### src/rtl/rv32i_pkg.sv
// rtl/rv32i_pkg.sv - shared opcode, funct3, writeback-select and MEM FSM types for the RV32I memory stage
package rv32i_pkg;

    localparam logic [6:0]  OP_LOAD  = 7'b0000011;
    localparam logic [6:0]  OP_STORE = 7'b0100011;
    localparam logic [31:0] NOP      = 32'h00000013;

    typedef enum logic [2:0] {
        F3_B  = 3'b000,
        F3_H  = 3'b001,
        F3_W  = 3'b010,
        F3_BU = 3'b100,
        F3_HU = 3'b101
    } funct3_t;

    typedef enum logic [1:0] {
        SRC_ALU = 2'b00,
        SRC_MEM = 2'b01,
        SRC_PC4 = 2'b10
    } src_sel_t;

    typedef enum logic {
        IDLE = 1'b0,
        WAIT = 1'b1
    } mem_state_t;

    function automatic logic [31:0] sext8(input logic [7:0] b);
        return {{24{b[7]}}, b};
    endfunction

    function automatic logic [31:0] sext16(input logic [15:0] h);
        return {{16{h[15]}}, h};
    endfunction

endpackage

### src/rtl/rv32i_lsu_align.sv
// rtl/rv32i_lsu_align.sv - combinational store lane steering, load extraction/extension and misalign detection
module rv32i_lsu_align
    import rv32i_pkg::*;
(
    input  logic        i_is_load,
    input  logic        i_is_store,
    input  logic [2:0]  i_funct3,
    input  logic [1:0]  i_off,
    input  logic [31:0] i_rs2,
    input  logic [31:0] i_rdata,
    output logic [3:0]  o_be,
    output logic [31:0] o_wdata,
    output logic [31:0] o_load_data,
    output logic        o_misalign
);

    logic [7:0]  w_byte;
    logic [15:0] w_half;

    always_comb begin
        w_byte = i_rdata[7:0];
        case (i_off)
            2'd0: w_byte = i_rdata[7:0];
            2'd1: w_byte = i_rdata[15:8];
            2'd2: w_byte = i_rdata[23:16];
            2'd3: w_byte = i_rdata[31:24];
            default: w_byte = i_rdata[7:0];
        endcase
    end

    assign w_half = i_off[1] ? i_rdata[31:16] : i_rdata[15:0];

    always_comb begin
        o_be        = 4'b1111;
        o_wdata     = i_rs2;
        o_load_data = i_rdata;
        o_misalign  = 1'b0;
        if (i_is_store) begin
            case (i_funct3)
                F3_B: begin
                    o_be    = 4'b0001 << i_off;
                    o_wdata = {4{i_rs2[7:0]}};
                end
                F3_H: begin
                    o_be       = i_off[1] ? 4'b1100 : 4'b0011;
                    o_wdata    = {2{i_rs2[15:0]}};
                    o_misalign = i_off[0];
                end
                F3_W:    o_misalign = |i_off;
                default: o_misalign = 1'b1;
            endcase
        end else if (i_is_load) begin
            case (i_funct3)
                F3_B:  o_load_data = sext8(w_byte);
                F3_BU: o_load_data = {24'd0, w_byte};
                F3_H: begin
                    o_load_data = sext16(w_half);
                    o_misalign  = i_off[0];
                end
                F3_HU: begin
                    o_load_data = {16'd0, w_half};
                    o_misalign  = i_off[0];
                end
                F3_W: begin
                    o_load_data = i_rdata;
                    o_misalign  = |i_off;
                end
                default: o_misalign = 1'b1;
            endcase
        end
    end

endmodule

### src/rtl/rv32i_mem_stage.sv
// rtl/rv32i_mem_stage.sv - RV32I memory-access stage with req/ready data port, stall FSM and MEM/WB register
// Optional access timeout enabled by defining RV32I_MEM_TIMEOUT_EN.
module rv32i_mem_stage
    import rv32i_pkg::*;
#(
    parameter int unsigned TIMEOUT_CYCLES = 16,
    parameter logic [31:0] NOP_IW         = NOP
) (
    input  logic        clk,
    input  logic        reset,
    input  logic [31:0] pc_in,
    input  logic [31:0] iw_in,
    input  logic [31:0] alu_in,
    input  logic [31:0] rs2_data_in,
    input  logic        wb_en_in,
    input  logic [4:0]  wb_reg_in,
    input  logic [1:0]  src_sel_in,
    output logic        dmem_req,
    output logic        dmem_we,
    output logic [3:0]  dmem_be,
    output logic [31:0] dmem_addr,
    output logic [31:0] dmem_wdata,
    input  logic [31:0] dmem_rdata,
    input  logic        dmem_ready,
    output logic        stall_out,
    output logic [31:0] wb_data_out,
    output logic [31:0] iw_out,
    output logic [31:0] pc_out,
    output logic [4:0]  wb_reg_out,
    output logic        wb_en_out,
    output logic        misalign_out,
    output logic        mem_err_out,
    output logic        df_mem_enable,
    output logic [4:0]  df_mem_reg,
    output logic [31:0] df_mem_data
);

    mem_state_t  r_state;
    logic [31:0] r_wb_data;
    logic [31:0] r_iw;
    logic [31:0] r_pc;
    logic [4:0]  r_wb_reg;
    logic        r_wb_en;
    logic        r_misalign;
    logic        r_mem_err;

    logic        w_is_load;
    logic        w_is_store;
    logic        w_misalign;
    logic        w_access;
    logic        w_timeout;
    logic        w_req;
    logic        w_stall;
    logic [3:0]  w_be;
    logic [31:0] w_wdata;
    logic [31:0] w_load_data;
    logic [31:0] w_wb_data;
    logic        w_unused_iw;

    assign w_is_load   = (iw_in[6:0] == OP_LOAD);
    assign w_is_store  = (iw_in[6:0] == OP_STORE);
    assign w_unused_iw = ^{iw_in[31:15], iw_in[11:7]};

    rv32i_lsu_align u_align (
        .i_is_load   (w_is_load),
        .i_is_store  (w_is_store),
        .i_funct3    (iw_in[14:12]),
        .i_off       (alu_in[1:0]),
        .i_rs2       (rs2_data_in),
        .i_rdata     (dmem_rdata),
        .o_be        (w_be),
        .o_wdata     (w_wdata),
        .o_load_data (w_load_data),
        .o_misalign  (w_misalign)
    );

    // Misaligned or undefined accesses never reach memory; they only raise the flag.
    assign w_access = (w_is_load | w_is_store) & ~w_misalign;

`ifdef RV32I_MEM_TIMEOUT_EN
    localparam int unsigned CNT_W = (TIMEOUT_CYCLES > 1) ? $clog2(TIMEOUT_CYCLES) : 1;
    logic [CNT_W-1:0] r_cnt;
    assign w_timeout = (r_state == WAIT) & ~dmem_ready
                     & (r_cnt == CNT_W'(TIMEOUT_CYCLES - 1));
`else
    logic w_unused_timeout;
    assign w_unused_timeout = (TIMEOUT_CYCLES != 0);
    assign w_timeout        = 1'b0;
`endif

    // In WAIT the upstream holds its inputs, so the same decode drives the request.
    assign w_req      = ~reset & ~w_timeout & (((r_state == IDLE) & w_access) | (r_state == WAIT));
    assign w_stall    = w_req & ~dmem_ready;
    assign dmem_req   = w_req;
    assign stall_out  = w_stall;
    assign dmem_we    = w_req & w_is_store;
    assign dmem_be    = w_be;
    assign dmem_addr  = {alu_in[31:2], 2'b00};
    assign dmem_wdata = w_wdata;

    always_comb begin
        w_wb_data = alu_in;
        case (src_sel_in)
            SRC_MEM: w_wb_data = w_load_data;
            SRC_PC4: w_wb_data = pc_in + 32'd4;
            default: w_wb_data = alu_in;
        endcase
    end

    always_ff @(posedge clk) begin
        if (reset) begin
            r_state    <= IDLE;
            r_wb_data  <= 32'd0;
            r_iw       <= NOP_IW;
            r_pc       <= 32'd0;
            r_wb_reg   <= 5'd0;
            r_wb_en    <= 1'b0;
            r_misalign <= 1'b0;
            r_mem_err  <= 1'b0;
`ifdef RV32I_MEM_TIMEOUT_EN
            r_cnt      <= '0;
`endif
        end else begin
            r_misalign <= 1'b0;
            r_mem_err  <= 1'b0;

            if (r_state == IDLE) begin
                if (w_stall) r_state <= WAIT;
            end else begin
                if (dmem_ready || w_timeout) r_state <= IDLE;
            end

            if (w_stall) begin
                r_iw      <= NOP_IW;
                r_pc      <= 32'd0;
                r_wb_data <= 32'd0;
                r_wb_reg  <= 5'd0;
                r_wb_en   <= 1'b0;
            end else if (w_timeout) begin
                r_iw      <= iw_in;
                r_pc      <= pc_in;
                r_wb_data <= 32'd0;
                r_wb_reg  <= 5'd0;
                r_wb_en   <= 1'b0;
                r_mem_err <= 1'b1;
            end else begin
                r_iw       <= iw_in;
                r_pc       <= pc_in;
                r_wb_data  <= w_wb_data;
                r_wb_reg   <= wb_reg_in;
                r_wb_en    <= wb_en_in & ~w_misalign;
                r_misalign <= w_misalign;
            end

`ifdef RV32I_MEM_TIMEOUT_EN
            r_cnt <= (r_state == WAIT) ? r_cnt + 1'b1 : '0;
`endif
        end
    end

    assign wb_data_out   = r_wb_data;
    assign iw_out        = r_iw;
    assign pc_out        = r_pc;
    assign wb_reg_out    = r_wb_reg;
    assign wb_en_out     = r_wb_en;
    assign misalign_out  = r_misalign;
    assign mem_err_out   = r_mem_err;
    assign df_mem_enable = r_wb_en;
    assign df_mem_reg    = r_wb_reg;
    assign df_mem_data   = r_wb_data;

endmodule

### config.mk
export PLATFORM = sky130hd
export DESIGN_NAME = rv32i_mem_stage
export DESIGN_NICKNAME = d
export VERILOG_FILES = /design/src/rtl/rv32i_pkg.sv /design/src/rtl/rv32i_lsu_align.sv /design/src/rtl/rv32i_mem_stage.sv
export SDC_FILE = /design/constraint.sdc
export NUM_CORES = 1
export LEC_CHECK = 0
export ABC_AREA = 1
export CAP_MARGIN = 20
export CORE_ASPECT_RATIO = 0.7
export CORE_MARGIN = 4
export CORE_UTILIZATION = 35
export CTS_CLUSTER_DIAMETER = 200
export CTS_CLUSTER_SIZE = 30
export DETAILED_ROUTE_END_ITERATION = 10
export GPL_ROUTABILITY_DRIVEN = 0
export GPL_TIMING_DRIVEN = 0
export PLACE_DENSITY = 0.72
export SLEW_MARGIN = 10
export SYNTH_ARGS = -nofsm -noshare
export SYNTH_HDL_FRONTEND = slang
export SYNTH_SLANG_ARGS = --single-unit
### constraint.sdc
create_clock -name clk -period 3 [get_ports clk]
set_input_delay 0.45 -clock clk [delete_from_list [all_inputs] [get_ports clk]]
set_output_delay 0.45 -clock clk [all_outputs]
set_load 0.05 [all_outputs]
Yosys cells after proc, flatten, opt, wreduce, memory -nomap -nowiden
Cells that the tools add are included.
- input port bits: 171
- output and inout bits: 213
- word-level logic and storage cells: 56
- register bits after elaboration: 104
- bitwise gates (word level): 12
- equality and inequality tests: 11
- muxes and demuxes: 18
- shift-type cells: 1
- add/sub/neg operators: 1
- reductions and logical operators: 6
- operators with widths (kind ; number):
    $pmux 32 s2 ; 2
    $pmux 32 s4 ; 1
    $mux 32 ; 3
    $add 32x3->32 const B ; 1
    $pmux 8 s4 ; 1
    $mux 16 ; 1
    $mux 4 ; 2
    $pmux 4 s2 ; 1
    $reduce_or 2->1 ; 4
    $eq 7x2->1 const B ; 1
    $eq 7x6->1 const B ; 1
    $and 1x1->1 ; 6
    $eq 2x2->1 const B ; 3
    $eq 3x3->1 const B ; 2
    $pmux 1 s3 ; 2
    $mux 1 ; 5
    $eq 2x1->1 const B ; 2
    $not 1->1 ; 4
    $shl 1x2->4 const A ; 1
    $eq 3x1->1 const B ; 1
    $eq 3x2->1 const B ; 1
    $logic_not 3->1 ; 1
    $logic_not 2->1 ; 1
    $or 1x1->1 ; 2

Logic depth before layout (Yosys ltp)
Gate-level depths: netlist (run 1).
- depth in word-level cells: 13
- mapped depth: 13
- gate-level depth less buffers: 12

By module
A second synthesis (run 1) with hierarchy kept.
- cells, all modules: 984
- area total of the unflattened synthesis: 6428.7 um^2
- modules (own cells, without submodules) (module ; sequential area each (um^2) ; times used ; cells an instance ; area each (um^2)):
    rv32i_mem_stage ; 2082.0 ; 1 ; 691 ; 5004.8
    rv32i_lsu_align ; 0.0 ; 1 ; 293 ; 1423.9

Least setup slack after synthesis (run 1)
No wires, ideal clock.
- path type: input port to output port
- start: in iw_in[12]
- end: out dmem_wdata[22]
- path buffers: 1
- data arrival time: 2535 ps
- stages on the path: 8
- data required time: 2550 ps
- slack: 15 ps
- path through: inv_2 nand2_1 nor2_1 clkinv_1 a21oi_1 inv_1 buf_2 o21ai_0
- word-level cells in the longest chain between the ends: 3
- elaborated cells between the ends (all ways): 4
- those cells by class: eq/ne (1); mux (2); reduce/logical (1)
- RTL lines (item ; RTL line ; source):
    start: declaration ; rv32i_mem_stage.sv:12 ; input logic [31:0] iw_in,
    $eq 3x1->1 / $logic_not 3->1 (equally long branches) ; rv32i_lsu_align.sv:39 ; case (i_funct3)
    $pmux 32 s2 * ; rv32i_lsu_align.sv:39 ;
    $mux 32 * ; rv32i_lsu_align.sv:38 ; if (i_is_store) begin
    end: declaration ; rv32i_mem_stage.sv:22 ; output logic [31:0] dmem_wdata,
Every way passes the cells marked *; elsewhere a longest branch is shown, timed or not.

Worst setup path in the final report (run 1)
- start: in iw_in[0]
- end: out dmem_we
- word-level cells in the longest chain between the ends: 9
- elaborated cells between the ends (all ways): 11
- those cells by class: eq/ne (2); mux (2); bitwise (7)
- RTL lines (item ; RTL line ; source):
    $eq 7x2->1 ; rv32i_mem_stage.sv:60 ; assign w_is_load = (iw_in[6:0] == OP_LOAD);
    $mux 1 ; rv32i_lsu_align.sv:52 ; end else if (i_is_load) begin
    $mux 1 ; rv32i_lsu_align.sv:38 ;
    $not 1->1 ; rv32i_mem_stage.sv:78 ; assign w_access = (w_is_load | w_is_store) & ~w_misalign;
    $and 1x1->1 ; rv32i_mem_stage.sv:78 ;
    $and 1x1->1 ; rv32i_mem_stage.sv:92 ; assign w_req = ~reset & ~w_timeout & (((r_state == IDLE) & w_access) | (r_state == WAIT));
    $or 1x1->1 ; rv32i_mem_stage.sv:92 ;
    $and 1x1->1 ; rv32i_mem_stage.sv:92 ;
    $and 1x1->1 * ; rv32i_mem_stage.sv:96 ; assign dmem_we = w_req & w_is_store;
    end: declaration ; rv32i_mem_stage.sv:19 ; output logic dmem_we,
Marked as above.

==> flow_summary.yaml, run 1 <==
layout:
  area_growth_syn_to_layout_pct: 68.6
  fin_cells: 1672
  fillers: 1676
  drive_gt1_frac: 0.131
  nNetsFinal: 1609
  final_area_um2: 10700
  layout_common_cells: "347 x clkdlybuf4s50_1, 269 x nand2_1, 187 x nor2_1"
  layout_commonest_cell: "clkdlybuf4s50_1"
floorplanning:
  die_h_um: 121
  core_area_um2: 17500
  rows: 40
  ios: 384
  die_area_um2: 20500
  start_util: 0.364
  dieWidth_um: 169
setup_path:
  path_cells: "clkdlybuf4s50_1, nand4_4, nor3_1, nand3_2, nand2_2, nand2_1, nor2_1, clkdlybuf4s15_2"
  r2r-start: "r_state"
  endpoint_kind: "primary output"
  crit_start: "iw_in[0]"
  crit_type: "input pin to primary output"
  cp_max_fo: 4
  startpoint_type: "input pin"
  cpMaxStageDelayCell: "clkdlybuf4s50_1"
  required_ns: 2.55
  path_buf_inv: 2
  critPathArrivalTime_ns: 2.48
  cpPeakStageDelay_ns: 0.57
  path_delay_family: "simple AND/OR/NAND/NOR gates"
placed_design:
  place_area_um2: 10500
  hpwl_um: 24100
  portBuffers: 380
  dp_cells: 1646
routing:
  ant_nets: 0
  detail_route.first_pass.iterations: 5
  drt-vias-per-instance: 4.72
  met1Wirelength_um: 12000
  top_layer: "met5"
  first_iter_violations: 636
  wl_met3_um: 3240
  wl_met2_um: 13300
  vias: 7888
  wl_per_cell_um: 17.3
  wirelength_um: 28900
  route.detailed.drc: 0
timing:
  worst_pin_slew_ns: 0.666
  drv_slew: 0
  hold_viol_final: 0
  setup_viol: 0
  period_needed_ns: 2.93
  maxSlewHeadroom: 0.556
  fin_crit_sh: 0.977
  final.setup_skew_ns: 0.0119
  max_freq_mhz: 341
  setup_tns_ns: 0
power_and_ir_drop:
  internal_power_mw: 2.79
  sequentialPowerShare: 0.333
  ir_drop_v: 0.000268
  leakagePower_nw: 5.10
  p_sw_mw: 1.75
  power.density_nw_per_um2: 422
  swShare: 0.386
  p_comb_frac: 0.403
  total_power_mw: 4.54
  p_clk_frac: 0.264
global_route:
  grt_pass1_vias: 7573
  overflow: 0
  antenna_found_initial: 1
  grt_pass1_wl_um: 42600
  grt_max_degree: 18
  grt.total_usage: 0.268
yosys:
  avgSynthCellArea_um2: 6.17
  syn-instance-count: 1033
  syn_area_um2: 6370
  ys_seq_elements: 104
  yosysSeqAreaShare: 0.327
  synth-edff-count: 0
  ys_types: 33
  yosysWarnings: 0
  synthArstFlopShare: 0
  ys.flop_type: "dfxtp_1"
cts:
  clk_pin_slew_ns: 0.08
  clk_path_buf_depth: 2
  root_buffer: "clkbuf_16"
  clkLatencyLatePin_ns: 0.35
  numCtsBuffers: 9
  htree_levels: 3
  ctsHoldBuffers: 0
  cts.sinks: 104
  cts_tree: "yes"
run:
  cap_violations: 0
worst_hold_path:
  min_from: "iw_in[12]"
  min_path_type: "input pin to register"
status:
  status: "complete, no violations"
worst register-to-register path: stages (launching register included):
cell and delay (ns):
dfxtp_1 0.30, inv_1 0.05, nand2_2 0.09, a21oi_4 0.38, inv_6 0.15, buf_6 0.19, nor2_1 0.12
logic make-up after synthesis:
logic type	Yosys count	synth area share
AOI/OAI and AO/OA	116	0.0966
adders and majority gates	3	0.00589
DFF	104	0.327
and+or+nand+nor	557	0.362
other	1	0.000588
buffers and inverters	250	0.205
xor gates and xnor gates	2	0.00275
synthesized netlist by cell type (2+ instances only):
library cell | count | share of area
nand2_1 | 269 | 0.16
nor2_1 | 188 | 0.11
inv_1 | 128 | 0.075
dfxtp_1 | 104 | 0.33
buf_4 | 79 | 0.093
o21ai_0 | 66 | 0.052
nand3_1 | 55 | 0.043
a21oi_1 | 34 | 0.027
or2_2 | 24 | 0.024
clkbuf_1 | 17 | 0.010
nor3_1 | 9 | 0.0071
o22ai_1 | 9 | 0.0088
buf_2 | 8 | 0.0063
buf_6 | 8 | 0.014
inv_2 | 5 | 0.0029
o211ai_1 | 5 | 0.0059
ha_1 | 3 | 0.0059
buf_1 | 2 | 0.0012
clkinv_1 | 2 | 0.0012
nand3_2 | 2 | 0.0031
nand3b_1 | 2 | 0.0024
nand4_1 | 2 | 0.0020
xor2_1 | 2 | 0.0027
worst paths after layout:
kind / to / slack [ns] / cells after the start
worst max register to register: pc_out[5] / 1.65 / 6
worst max-delay path: dmem_we / 0.07 / 8
worst min register to register: iw_out[0] / 0.69 / 4
worst min-delay path: iw_out[12] / 0.55 / 3
area by class of cell:
class	count	area, um^2	area share
Sequential cell	104	2080	0.194
Tap cell	231	289	0.0269
Clock buffer	11	253	0.0235
Antenna cell	1	2.50	0.000233
Multi-Input combinational cell	681	3000	0.279
Timing Repair Buffer	389	3770	0.351
Buffer	114	798	0.0743
Clock inverter	5	38.8	0.00361
Inverter	136	517	0.0481
stage by stage:
step	hold slack, ns	setup WS, ns	utilization
after floorplan	0.542	0.0151	-
after global placement	0.664	-0.865	0.598
after global routing	0.540	-0.00338	0.614
final	0.553	0.0691	0.614
after detailed placement	0.675	-0.972	0.598
after CTS	0.610	0.00238	0.615
power by group through the flow:
stage,combinational [mW],clock [mW],sequential (mW)
floorplan,0.761,0,1.86
global placement,1.82,0,1.54
detailed placement,1.83,0,1.54
CTS,1.83,1.21,1.51
global route,1.92,1.27,1.52
finish,1.83,1.20,1.51
timing repair:
action	in CTS	in global routing
resized for setup	108	38
setup endpoints to repair	31	30
setup buffers	5	4
endpoints found under the hold margin	0	0
pin swaps	1	1
gates cloned	0	0
routing by layer:
layer | global-route usage | vias up
li1 | - | 3890
met1 | 0.350 | 3592
met2 | 0.441 | 374
met3 | 0.0892 | 30
met4 | 0.0417 | 2
met5 | 0 | -
(Power assumes the default switching activity.)
==> run 2: changes to the inputs <==
--- a/config.mk
+++ b/config.mk
@@ -13,7 +13,6 @@
 export CTS_CLUSTER_DIAMETER = 200
 export CTS_CLUSTER_SIZE = 30
 export DETAILED_ROUTE_END_ITERATION = 10
-export GPL_ROUTABILITY_DRIVEN = 0
 export GPL_TIMING_DRIVEN = 0
 export PLACE_DENSITY = 0.72
 export SLEW_MARGIN = 10
==> run 2 against run 1 <==
Compared with the run above: sequential share of layout area down 0.056 points; cell area up 0.29%; clock skew down 0.0021 ns; clock-buffer cell count down 2; global-route usage up 0.54 points; first-iteration DRC count down 5.7%; critical path depth up 3; highest routed layer unchanged.
==> flow_summary.yaml, run 2 (synthesized netlist as in run 1, its figures left out) <==
status:
  status: "complete, no violations"
routing:
  wirelength_um: 29200
  first_iter_violations: 600
  detail_route.first_pass.iterations: 5
  wl_per_cell_um: 17.4
  drt-vias-per-instance: 4.66
  route.detailed.drc: 0
  vias: 7797
  ant_nets: 0
power_and_ir_drop:
  ir_drop_v: 0.000247
  total_power_mw: 4.66
  leakagePower_nw: 5.11
  power.density_nw_per_um2: 432
layout:
  layout_commonest_cell: "clkdlybuf4s50_1"
  layout_common_cells: "346 x clkdlybuf4s50_1, 269 x nand2_1, 186 x nor2_1"
  final_area_um2: 10800
  area_growth_syn_to_layout_pct: 69.1
  drive_gt1_frac: 0.133
  nNetsFinal: 1609
setup_path:
  endpoint_kind: "primary output"
  cp_max_fo: 5
  path_delay_family: "buffers and inverters"
  reg2reg_depth: 6
  required_ns: 2.55
  cpPeakStageDelay_ns: 0.52
  critPathArrivalTime_ns: 2.49
  cpMaxStageDelayCell: "clkdlybuf4s15_1"
  path_buf_inv: 5
  r2r-start: "r_state"
  crit-reg2reg-capture: "df_mem_reg[2]"
  startpoint_type: "input pin"
  crit_type: "input pin to primary output"
  path_cells: "clkdlybuf4s50_1, inv_1, nand3_2, nor2_8, buf_4, nand2_1, nand3_2, nand2_2, nand2_1, inv_1, clkdlybuf4s15_1"
  rrSetupSlack_ns: 1.61
worst_hold_path:
  min_from: "iw_in[1]"
  hold_depth: 3
  holdPathEnd: "iw_out[1]"
  min_path_type: "input pin to register"
floorplanning:
  die_h_um: 121
  ios: 384
  start_util: 0.364
  die_area_um2: 20500
  core_area_um2: 17500
  dieWidth_um: 169
  rows: 40
global_route:
  grt.total_usage: 0.273
  grt_pass1_vias: 7627
  grt_max_degree: 19
  overflow: 0
  antenna_found_initial: 3
  grt_pass1_wl_um: 43500
timing:
  worst_pin_slew_ns: 0.655
  drv_slew: 0
  final.setup_skew_ns: 0.00986
  period_needed_ns: 2.94
  hold_viol_final: 0
  setup_viol: 0
  max_freq_mhz: 340
  fin_ws_ns: 0.0585
  rsz0062_at_grt: "true"
  fin_crit_sh: 0.980
  maxSlewHeadroom: 0.563
  setup_tns_ns: 0
cts:
  numCtsBuffers: 9
  ctsHoldBuffers: 0
  cts_tree: "yes"
  cts.sinks: 104
  clkLatencyLatePin_ns: 0.35
  root_buffer: "clkbuf_16"
  htree_levels: 3
  clk_path_buf_depth: 2
  clk_pin_slew_ns: 0.07
run:
  cap_violations: 0
placed_design:
  hpwl_um: 24400
  place_ws_ns: -0.875
  routabilityCongestion: 0.956
  place_area_um2: 10500
  portBuffers: 380
## run 2: changes by cell type in the layout (fill, tap and decap cells not counted), sizes merged, moves of 2 or more
cell / previous run / this run
clkbuf: 36 / 40
dlygate4sd2: 7 / 3
bufinv: 0 / 2
buf: 121 / 117
## run 2: final cells by class
cell class	instances	area, um^2
repair buffers	387	3740
flip-flops and latches	104	2080
inverters	136	517
fillers	1706	6740
clock buffers	9	225
multi-input cells	682	3020
plain buffers	114	801
well taps	231	289
clock inverters	7	101
diodes	2	5.00
repair inverters	1	3.75
## run 2: worst max path at each step
stage	from	to	slack [ns]	cells past startpoint
2_1_floorplan	iw_in[12]	dmem_wdata[22]	0.02	8
3_3_place_gp	iw_in[12]	dmem_wdata[21]	-0.86	10
3_5_place_dp	iw_in[12]	dmem_wdata[21]	-0.88	10
4_1_cts	iw_in[12]	dmem_wdata[27]	0.008	12
5_1_grt	iw_in[3]	stall_out	-0.03	12
6_report	iw_in[6]	dmem_req	0.06	11
## run 2: worst register-to-register path: stages (launching register included)
cell and delay (ns):
dfxtp_1 0.30, inv_1 0.05, nand2_2 0.08, a21oi_4 0.42, inv_6 0.16, buf_6 0.19, nor2_1 0.11
## run 2: metrics by stage
stage,std cells,util,hold slack (ns)
2_1_floorplan,1035,-,0.542
5_1_grt,1671,0.615,0.441
3_5_place_dp,1646,0.598,0.669
3_3_place_gp,1646,0.598,0.659
4_1_cts,1665,0.616,0.609
6_report,1673,0.615,0.424
## run 2: what timing repair did
item,4_1_cts,5_1_grt
resized for setup,99,65
endpoints found under the hold margin,0,0
buffers inserted,2,5
setup endpoints to repair,31,30
cloned,1,1
pin swaps,0,2
## run 2: power breakdown
group          switching, mW  internal (mW)
Clock                  0.576          0.744
Sequential            0.0374           1.47
Combinational           1.13          0.696
## run 2: routing by layer
layer / global-route usage / routed length [um] / up-vias
li1: - / - / 3892
met1: 0.357 / 12300 / 3493
met2: 0.445 / 13300 / 371
met3: 0.0935 / 3080 / 39
met4: 0.0468 / 432 / 2
met5: 0 / 13 / -
==> run 3: changes to the inputs <==
--- a/config.mk
+++ b/config.mk
@@ -10,6 +10,7 @@
 export CORE_ASPECT_RATIO = 0.7
 export CORE_MARGIN = 4
 export CORE_UTILIZATION = 35
+export CTS_BUF_LIST = sky130_fd_sc_hd__clkbuf_8
 export CTS_CLUSTER_DIAMETER = 200
 export CTS_CLUSTER_SIZE = 30
 export DETAILED_ROUTE_END_ITERATION = 10
==> run 3 against run 2 <==
Compared with the run above: wire length fell by 0.21%; sequential share of layout area rose by 0.19 points; hold slack got worse by 0.036 ns; register-to-register slack barely moved; fmax fell by 0.20%; die area did not move; clock-buffer cell count did not move; first-iteration DRC count fell by 8.7%; clock skew rose by 0.0073 ns; critical path type unchanged; critical endpoint unchanged; largest cell class unchanged; largest power group unchanged.
==> flow_summary.yaml, run 3 (synthesized netlist as in run 1, its figures left out) <==
power_and_ir_drop:
  total_power_mw: 4.37
  power.density_nw_per_um2: 409
  ir_drop_v: 0.000198
  leakagePower_nw: 5.07
floorplanning:
  rows: 40
  ios: 384
  die_h_um: 121
  start_util: 0.364
  die_area_um2: 20500
  core_area_um2: 17500
  dieWidth_um: 169
status:
  status: "complete, no violations"
cts:
  htree_levels: 3
  root_buffer: "clkbuf_8"
  cts.sinks: 104
  clk_path_buf_depth: 2
  numCtsBuffers: 9
  cts_tree: "yes"
  clk_pin_slew_ns: 0.11
  clkLatencyLatePin_ns: 0.38
setup_path:
  crit_type: "input pin to primary output"
  endpoint_kind: "primary output"
  critPathArrivalTime_ns: 2.50
  required_ns: 2.55
  path_cells: "clkdlybuf4s50_1, inv_1, nand3_2, nor2_8, buf_4, nand2_1, nand3_2, nand2_2, nand2_1, inv_1, clkdlybuf4s15_1"
  startpoint_type: "input pin"
  rrSetupSlack_ns: 1.61
  cpMaxStageDelayCell: "clkdlybuf4s15_1"
  cp_max_fo: 5
  cpPeakStageDelay_ns: 0.52
global_route:
  overflow: 0
  antenna_found_initial: 3
  grt.total_usage: 0.273
  grt_pass1_vias: 7610
  grt_pass1_wl_um: 43400
  grt_max_degree: 19
routing:
  route.detailed.drc: 0
  vias: 7826
  wirelength_um: 29100
  first_iter_violations: 548
  drt-vias-per-instance: 4.68
  detail_route.first_pass.iterations: 5
  wl_per_cell_um: 17.4
  ant_nets: 0
run:
  cap_violations: 0
layout:
  fin_cells: 1672
  layout_common_cells: "346 x clkdlybuf4s50_1, 269 x nand2_1, 186 x nor2_1"
  area_growth_syn_to_layout_pct: 67.5
  drive_gt1_frac: 0.133
  multi_input_area_um2: 3020
  layout_commonest_cell: "clkdlybuf4s50_1"
  seqCellArea_um2: 2080
  nNetsFinal: 1609
  fillers: 1720
timing:
  drv_slew: 0
  max_freq_mhz: 339
  setup_viol: 0
  fin_crit_sh: 0.982
  worst_pin_slew_ns: 0.656
  final.setup_skew_ns: 0.0171
  setup_tns_ns: 0
  rsz0062_at_grt: "true"
  hold_viol_final: 0
  period_needed_ns: 2.95
  maxSlewHeadroom: 0.563
placed_design:
  dp_cells: 1646
  portBuffers: 380
  routabilityCongestion: 0.956
  hpwl_um: 24400
worst_hold_path:
  min_path_type: "input pin to register"
-- run 3: cell types whose count changed in the layout (fill, tap and decap cells not counted) --
cell       previous run  this run
clkbuf_16             9         0
clkbuf_8              0         9
diode_2               2         1
-- run 3: worst max-delay path, delay by kind of cell --
family,cells,cell delay (ns)
AND/OR/NAND/NOR,6,0.69
buffers and inverters,5,1.35
-- run 3: stage by stage --
stage | setup WS, ns | cell area, um^2 | hold WS [ns] | utilization
global placement | -0.858 | 10500 | 0.659 | 0.598
detailed placement | -0.875 | 10500 | 0.669 | 0.598
global route | -0.0253 | 10700 | 0.397 | 0.609
CTS | 0.00799 | 10700 | 0.568 | 0.610
floorplan | 0.0151 | 6380 | 0.542 | -
finish | 0.0528 | 10700 | 0.388 | 0.610
-- run 3: final cells by class --
class / instances / area share
clock inverter: 7 / 0.00949
sequential: 104 / 0.195
tap: 231 / 0.0271
antenna: 1 / 0.000234
multi-input combinational: 682 / 0.283
inverter: 136 / 0.0484
timing repair buffer: 387 / 0.350
buffer: 114 / 0.0750
clock buffer: 9 / 0.0116
timing repair inverter: 1 / 0.000352
-- run 3: what timing repair did --
| item | 4_1_cts | 5_1_grt |
|---|---|---|
| setup buffers | 2 | 5 |
| gates cloned | 1 | 1 |
| gates resized for setup | 99 | 65 |
| pin swaps | 0 | 2 |
| setup endpoints to repair | 31 | 30 |
| hold buffers | 0 | 0 |
-- run 3: per-layer routing --
layer | GRT usage | part of all wire | vias up
met5 | 0 | 0.00076 | -
met1 | 0.358 | 0.42 | 3523
met3 | 0.0948 | 0.11 | 35
met4 | 0.0478 | 0.014 | 4
met2 | 0.442 | 0.46 | 375
li1 | - | - | 3889
-- run 3: report_power, final --
part           switching (mW)  total [mW]  internal (mW)
Clock                   0.549        1.03          0.482
Combinational            1.13        1.83          0.696
Sequential             0.0375        1.51           1.47
Total                    1.72        4.37           2.65
-- run 3: final timing paths --
check,cells past startpoint,start,to
hold / removal,3,iw_in[1],iw_out[1]
hold reg to reg,4,r_state,iw_out[0]
setup / recovery,11,iw_in[6],dmem_req
setup reg to reg,6,r_state,df_mem_reg[2]
